## src/rtl/conv_encoder_framer.sv

```systemverilog
// Rate-1/2 convolutional encoder that packs one DATA_W-bit word into a 2*DATA_W-bit frame.
// Per-frame or continuous encoder state, explicit flush, output back-pressure and a frame counter.
module conv_encoder_framer #(
  parameter int unsigned    DATA_W = 8,
  parameter int unsigned    K      = 3,
  parameter logic [K-1:0]   G0     = 3'b111,
  parameter logic [K-1:0]   G1     = 3'b101,
  parameter int unsigned    CNT_W  = 16
) (
  input  logic                  clk,
  input  logic                  rst,
  input  logic                  dvalid_i,
  input  logic [DATA_W-1:0]     data_i,
  input  logic                  mode_i,
  input  logic                  flush_i,
  output logic                  ready_o,
  output logic [2*DATA_W-1:0]   data_o,
  output logic                  valid_o,
  input  logic                  ready_i,
  output logic                  busy_o,
  output logic [CNT_W-1:0]      frame_cnt_o
);

  localparam int unsigned ACC_W = 2 * DATA_W;
  localparam int unsigned BIT_W = (DATA_W > 1) ? $clog2(DATA_W) : 1;

  localparam logic [1:0] IDLE  = 2'd0;
  localparam logic [1:0] SHIFT = 2'd1;
  localparam logic [1:0] DONE  = 2'd2;

  logic [1:0]        state_reg;
  logic [K-2:0]      sr_reg;
  logic [DATA_W-1:0] data_reg;
  logic [ACC_W-1:0]  acc_reg;
  logic [BIT_W-1:0]  bit_cnt_reg;

  logic              in_bit;
  logic [K-1:0]      window;
  logic [1:0]        sym;
  logic [ACC_W-1:0]  acc_next;

  // Newest previous bit sits at sr_reg[K-2], right below the incoming bit.
  assign in_bit   = data_reg[DATA_W-1];
  assign window   = {in_bit, sr_reg};
  assign sym      = {^(window & G0), ^(window & G1)};
  assign acc_next = (acc_reg << 2) | ACC_W'(sym);

  assign ready_o  = (state_reg == IDLE);
  assign busy_o   = ~ready_o;
  assign valid_o  = (state_reg == DONE);

  always_ff @(posedge clk) begin
    if (rst) begin
      state_reg   <= IDLE;
      sr_reg      <= '0;
      data_reg    <= '0;
      acc_reg     <= '0;
      bit_cnt_reg <= '0;
      data_o      <= '0;
      frame_cnt_o <= '0;
    end else begin
      case (state_reg)
        IDLE: begin
          if (dvalid_i) begin
            data_reg    <= data_i;
            bit_cnt_reg <= BIT_W'(DATA_W - 1);
            state_reg   <= SHIFT;
            if (!mode_i || flush_i) begin
              sr_reg <= '0;
            end
          end else if (flush_i) begin
            sr_reg <= '0;
          end
        end
        SHIFT: begin
          sr_reg   <= window[K-1:1];
          data_reg <= data_reg << 1;
          acc_reg  <= acc_next;
          if (bit_cnt_reg == '0) begin
            data_o    <= acc_next;
            state_reg <= DONE;
          end else begin
            bit_cnt_reg <= bit_cnt_reg - 1'b1;
          end
        end
        DONE: begin
          if (ready_i) begin
            frame_cnt_o <= frame_cnt_o + 1'b1;
            state_reg   <= IDLE;
          end
        end
        default: state_reg <= IDLE;
      endcase
    end
  end

endmodule

```

## config.mk

```make
export PLATFORM = sky130hd
export DESIGN_NAME = conv_encoder_framer
export DESIGN_NICKNAME = d
export VERILOG_FILES = /design/src/rtl/conv_encoder_framer.sv
export SDC_FILE = /design/constraint.sdc
export NUM_CORES = 1
export LEC_CHECK = 0
export ABC_CLOCK_PERIOD_IN_PS = 1800
export CORE_UTILIZATION = 50
export DETAILED_ROUTE_END_ITERATION = 16
export GPL_TIMING_DRIVEN = 0
export PLACE_DENSITY_LB_ADDON = 0.05
export SETUP_SLACK_MARGIN = 0.5
export SYNTH_ARGS = -nofsm -noshare
export SYNTH_HDL_FRONTEND = slang
export SYNTH_SLANG_ARGS = --single-unit
export TNS_END_PERCENT = 50
```

## constraint.sdc

```tcl
create_clock -name clk -period 1.8 [get_ports clk]
set_input_delay 0.18 -clock clk [delete_from_list [all_inputs] [get_ports clk]]
set_output_delay 0.18 -clock clk [all_outputs]
set_load 0.01 [all_outputs]
```

Word-level counts from Yosys, hierarchy flattened
Cells that the tools add are included.
Operators by class
  add/subtract/negate cells: 2
  eq/ne operators: 8
  mux-type cells: 13
  reduce and logical (&&, ||, !) cells: 13
  bitwise operators: 2
Operators with widths (number)
  $add 16x1->16 const B: 1
  $or 16x2->16: 1
  $pmux 8 s2: 1
  $mux 2: 6
  $reduce_and 3->1: 3
  $mux 8: 1
  $mux 3: 2
  $ne 2x2->1 const B: 3
  $pmux 2 s3: 1
  $pmux 3 s2: 1
  $reduce_and 2->1: 3
  $reduce_xor 3->1: 2
  $pmux 2 s2: 1
  $logic_not 3->1: 1
  $ne 3x2->1 const B: 1
  $ne 3x3->1 const B: 1
  $sub 3x1->3 const B: 1
  $eq 2x1->1 const B: 1
  $eq 2x2->1 const B: 1
  $logic_not 2->1: 1
  $ne 2x1->1 const B: 1
  $reduce_bool 2->1: 1
  $logic_not 1->1: 1
  $logic_or 1x1->1: 1
  $not 1->1: 1
Word-level totals
  output and inout bits: 35
  logic and storage cells: 45
  register bits after elaboration: 61

Logic depth before layout (Yosys ltp)
  depth in word-level cells: 5
  gate-level depth with buffers: 7
  depth with buffers taken out: 6

Worst setup path after synthesis
No wires, ideal clock.
  path kind: reg-to-reg
  from: reg frame_cnt_o[6]
  to: reg frame_cnt_o[15]
  cell stages (with the launch flop): 5
  setup time: 70 ps
  buffers on the path: 0
  setup slack: 259 ps
  arrival time: 1470 ps
  required time: 1730 ps
  clock period less this slack: 1541 ps
  cells stage by stage: dfxtp_1 -> and4_4 -> nand4_2 -> or4_1 -> a21oi_1
On the way
  cells in the longest elaborated chain, start to end: 1
Ends and longest elaborated chain
  start: declaration: line 21  | output logic [CNT_W-1:0] frame_cnt_o
  start signal: assignment: line 88  | frame_cnt_o <= frame_cnt_o + 1'b1;
  $add 16x1->16: line 88
Every way passes these cells.
A chain may end at the register's enable or synchronous reset.

Final worst setup path
  from: reg state_reg[0]
  to: reg frame_cnt_o[15]
On the way
  cells in the longest elaborated chain, start to end: 2
Ends and longest elaborated chain
  start: declaration: line 31  | logic [1:0] state_reg;
  start signal: assignment: line 54  | state_reg <= IDLE;
  start signal: assignment: line 67  | state_reg <= SHIFT;
  start signal: assignment: line 81  | state_reg <= DONE;
  $eq 2x2->1: line 62  | case (state_reg)
  $reduce_and 2->1 (no line)
Every way passes these cells.

==> out/results.md <==
- **number of synthesized flops with an enable pin** 0
- **number of hold violations in the final report** 0
- **largest net degree at the start of global routing** 12
- **combined area of the multi-input logic cells** 1200 um^2
- **compound-gate portion of the synthesized area** 0.136
- **core footprint** 4720 um^2
- **vias in the first global route** 1948
- **maximum count of clock buffers along a single path** 2
- **Routed Antenna Nets** 0
- **maximum frequency from static timing analysis** 0.650 GHz
- **share of post-route cells with drive strength above 1** 0.183
- **number of fill cells in the layout** 391
- **minimum clock period** 1540 ps
- **count of endpoints failing setup in the final report** 0
- **run status** finished, final reports clean
- **total number of yosys warnings** 0
- **data arrival time at the worst-slack endpoint** 1800 ps
- **count of max-cap constraint violations** 0
- **global placement routability congestion** 0.729
- **cell area after synthesis** 2440 um^2
- **root buffer cell** sky130_fd_sc_hd__clkbuf_8
- **clock network latency to the later pin of the worst-skew pair** 340 ps
- **CTS Buf Count** 9
- **highest ir drop seen on vdd** 0.000540 V
- **number of slew-limit violations in the final report** 0
- **hpwl dp** 3590 um
- **simple-gate share of the synthesized area** 0.267
- **number of cells in the design after placement** 414
- **overall die area** 5160 um^2
- **largest driver fanout on the critical path** 7
- **WS Path Type** flip-flop to flip-flop
- **Finished Core Util** 0.729
- **DRT Wirelength** 5550 um
- **Post-CTS Hold Fix Bufs** 0
- **largest family of logic cells by synthesized area** simple AND/OR/NAND/NOR gates
- **Slew @ Worst Pin** 684 ps
- **via density per instance** 5.10
- **Pwr per Cell Area** 945 nW/um^2
- **tightest slew margin relative to the limit** 0.544
- **All-Layer GR Usage** 0.227
- **DRC violation total after the first TritonRoute iteration** 115
- **post-route fraction of the period consumed by the critical path** 0.855
- **CTS clk-pin slew, worst paths** 70 ps
- **number of inserted diodes** 0
- **Finished Layout Cells** 434
- **sequential cell area fraction in the yosys report** 0.501
- **Avg Inst Size Synth** 8.13 um^2
- **standard-cell row count** 25
- **Synth Net Count** 317
- **sum of overflow across all layers after global routing** 0
- **cell count after synthesis** 300
- **final worst-path setup slack** 261 ps
- **flop and latch count out of synthesis** 61
- **class of the tightest hold or removal check** input pin to flip-flop
- **area growth from synthesis to final layout** 41.1%
- **Synth Area in Adders** 0.0154
- **H-Tree Level Count** 3
- **CTS tree** done
- **average wire per cell in the routed design** 12.8 um
- **share of the synthesized netlist area taken by xor and xnor gates** 0.0431
- **number of design rule violations left after detail routing** 0
- **Final #Nets** 379
- **number of library cell types mapped by synthesis** 32
- **total number of vias** 2214
- **async set or reset register ratio after synthesis** 0
- **area occupied by registers** 1250 um^2
- **worst clock skew on the final layout** 9.68 ps
- **die width** 71.9 um
- **clock net sink count** 61
- **starting utilization of the core area** 0.517
- **multiplexer share of the synthesized area** 0
- **first-pass GRT wire length** 8920 um
- **IO Count** 49
- **post-placement setup slack** -25.9 ps
- **startpoint types** flip-flop
- **predominant post-synthesis flop cell** sky130_fd_sc_hd__dfxtp_1
- **die height** 71.9 um
- **type of destination of the critical path** flip-flop
- **number of antenna violations at the first check in global routing** 0
- **worst path required time** 2060 ps
- **sum of internal, switching and leakage power** 3.25 mW
- **port bufs** 47
- **leakage dissipation** 1.66 nW
- **unrepaired setup endpoints after global routing** true
- **Pre-antenna DRT Iters** 4
==> kinds of logic after synthesis <==
| kind of cell | count (synthesis) |
|---|---|
| simple gates | 144 |
| flops | 61 |
| compound gates | 58 |
| buf+inv | 22 |
| xor+xnor | 12 |
| fa+ha+maj | 3 |
==> routing by layer <==
layer,vias up,part of all wire,track usage
li1,1133,-,-
met1,1012,0.48,0.299
met2,57,0.45,0.344
met3,12,0.042,0.0478
met4,0,0.026,0.137
met5,-,0,0
==> critical path: stages, from the launching register on <==
cell	delay [ps]
sky130_fd_sc_hd__dfxtp_4	370
sky130_fd_sc_hd__and4b_1	270
sky130_fd_sc_hd__buf_6	130
sky130_fd_sc_hd__nand3_4	80
sky130_fd_sc_hd__or4_4	490
sky130_fd_sc_hd__a21oi_2	130
==> where the power goes <==
part / leakage [nW] / switching [mW] / internal [mW]
Combinational: 1.04 / 0.220 / 0.155
Clock: 0.117 / 0.548 / 0.899
Sequential: 0.503 / 0.0358 / 1.40
Total: 1.66 / 0.804 / 2.45
==> synthesized netlist by cell type (all sizes together), types with 3 or more instances <==
cell type | n | share of area
or3 | 4 | 0.010
nand2 | 81 | 0.12
clkbuf | 12 | 0.018
nand2b | 5 | 0.013
a21oi | 40 | 0.082
xor2 | 10 | 0.036
inv | 4 | 0.0062
buf | 6 | 0.013
nand4 | 5 | 0.015
a211oi | 3 | 0.0092
ha | 3 | 0.015
nor2b | 3 | 0.0077
nand3 | 8 | 0.022
dfxtp | 61 | 0.50
a311oi | 7 | 0.025
o21ai | 5 | 0.010
nor2 | 26 | 0.040
==> layout make-up <==
class                           count  share of cell area
Clock inverter                      5              0.0233
Buffer                             18              0.0331
Multi-Input combinational cell    217               0.349
Timing Repair Buffer               51               0.156
Sequential cell                    61               0.363
Inverter                            4             0.00436
Tap cell                           67              0.0243
Clock buffer                       11              0.0472
==> layout by cell type (no fill, tap or decap), types with 3 or more instances in the layout <==
cell                              count
sky130_fd_sc_hd__nand2_1             80
sky130_fd_sc_hd__dfxtp_1             46
sky130_fd_sc_hd__a21oi_1             37
sky130_fd_sc_hd__nor2_1              24
sky130_fd_sc_hd__dlymetal6s2s_1      21
sky130_fd_sc_hd__clkdlybuf4s50_1     12
sky130_fd_sc_hd__clkbuf_8            11
sky130_fd_sc_hd__dfxtp_2             11
sky130_fd_sc_hd__dlygate4sd2_1       11
sky130_fd_sc_hd__xor2_1              10
sky130_fd_sc_hd__a311oi_1             7
sky130_fd_sc_hd__clkbuf_1             6
sky130_fd_sc_hd__nand3_1              6
sky130_fd_sc_hd__nand2b_1             5
sky130_fd_sc_hd__o21ai_0              5
sky130_fd_sc_hd__buf_2                4
sky130_fd_sc_hd__buf_6                4
sky130_fd_sc_hd__or3_1                4
sky130_fd_sc_hd__nand4_1              4
sky130_fd_sc_hd__dfxtp_4              4
sky130_fd_sc_hd__buf_4                4
sky130_fd_sc_hd__a211oi_1             3
sky130_fd_sc_hd__a21oi_2              3
==> path summary, 6_finish.rpt <==
path | depth (start not counted) | end | startpoint | slack (ps)
setup / recovery | 5 | frame_cnt_o[15] | state_reg[0] | 260
hold / removal | 2 | bit_cnt_reg[1] | rst | 230
setup reg to reg | 5 | frame_cnt_o[15] | state_reg[0] | 260
hold reg to reg | 2 | data_o[4] | data_o[4] | 450
==> through the flow <==
stage / TNS [ps] / instance area [um^2] / hold slack (ps)
2_1_floorplan: 0 / 2470 / 316
3_3_place_gp: -27.8 / 3030 / 442
3_5_place_dp: -30.1 / 3030 / 445
4_1_cts: 0 / 3350 / 223
5_1_grt: 0 / 3440 / 272
6_report: 0 / 3440 / 229
==> timing repair <==
item	in CTS	in global routing
pin swaps	3	2
setup endpoints to repair	84	76
setup buffers	3	1
gates resized for setup	50	32
Note: power is estimated with default switching activity, not from simulation.
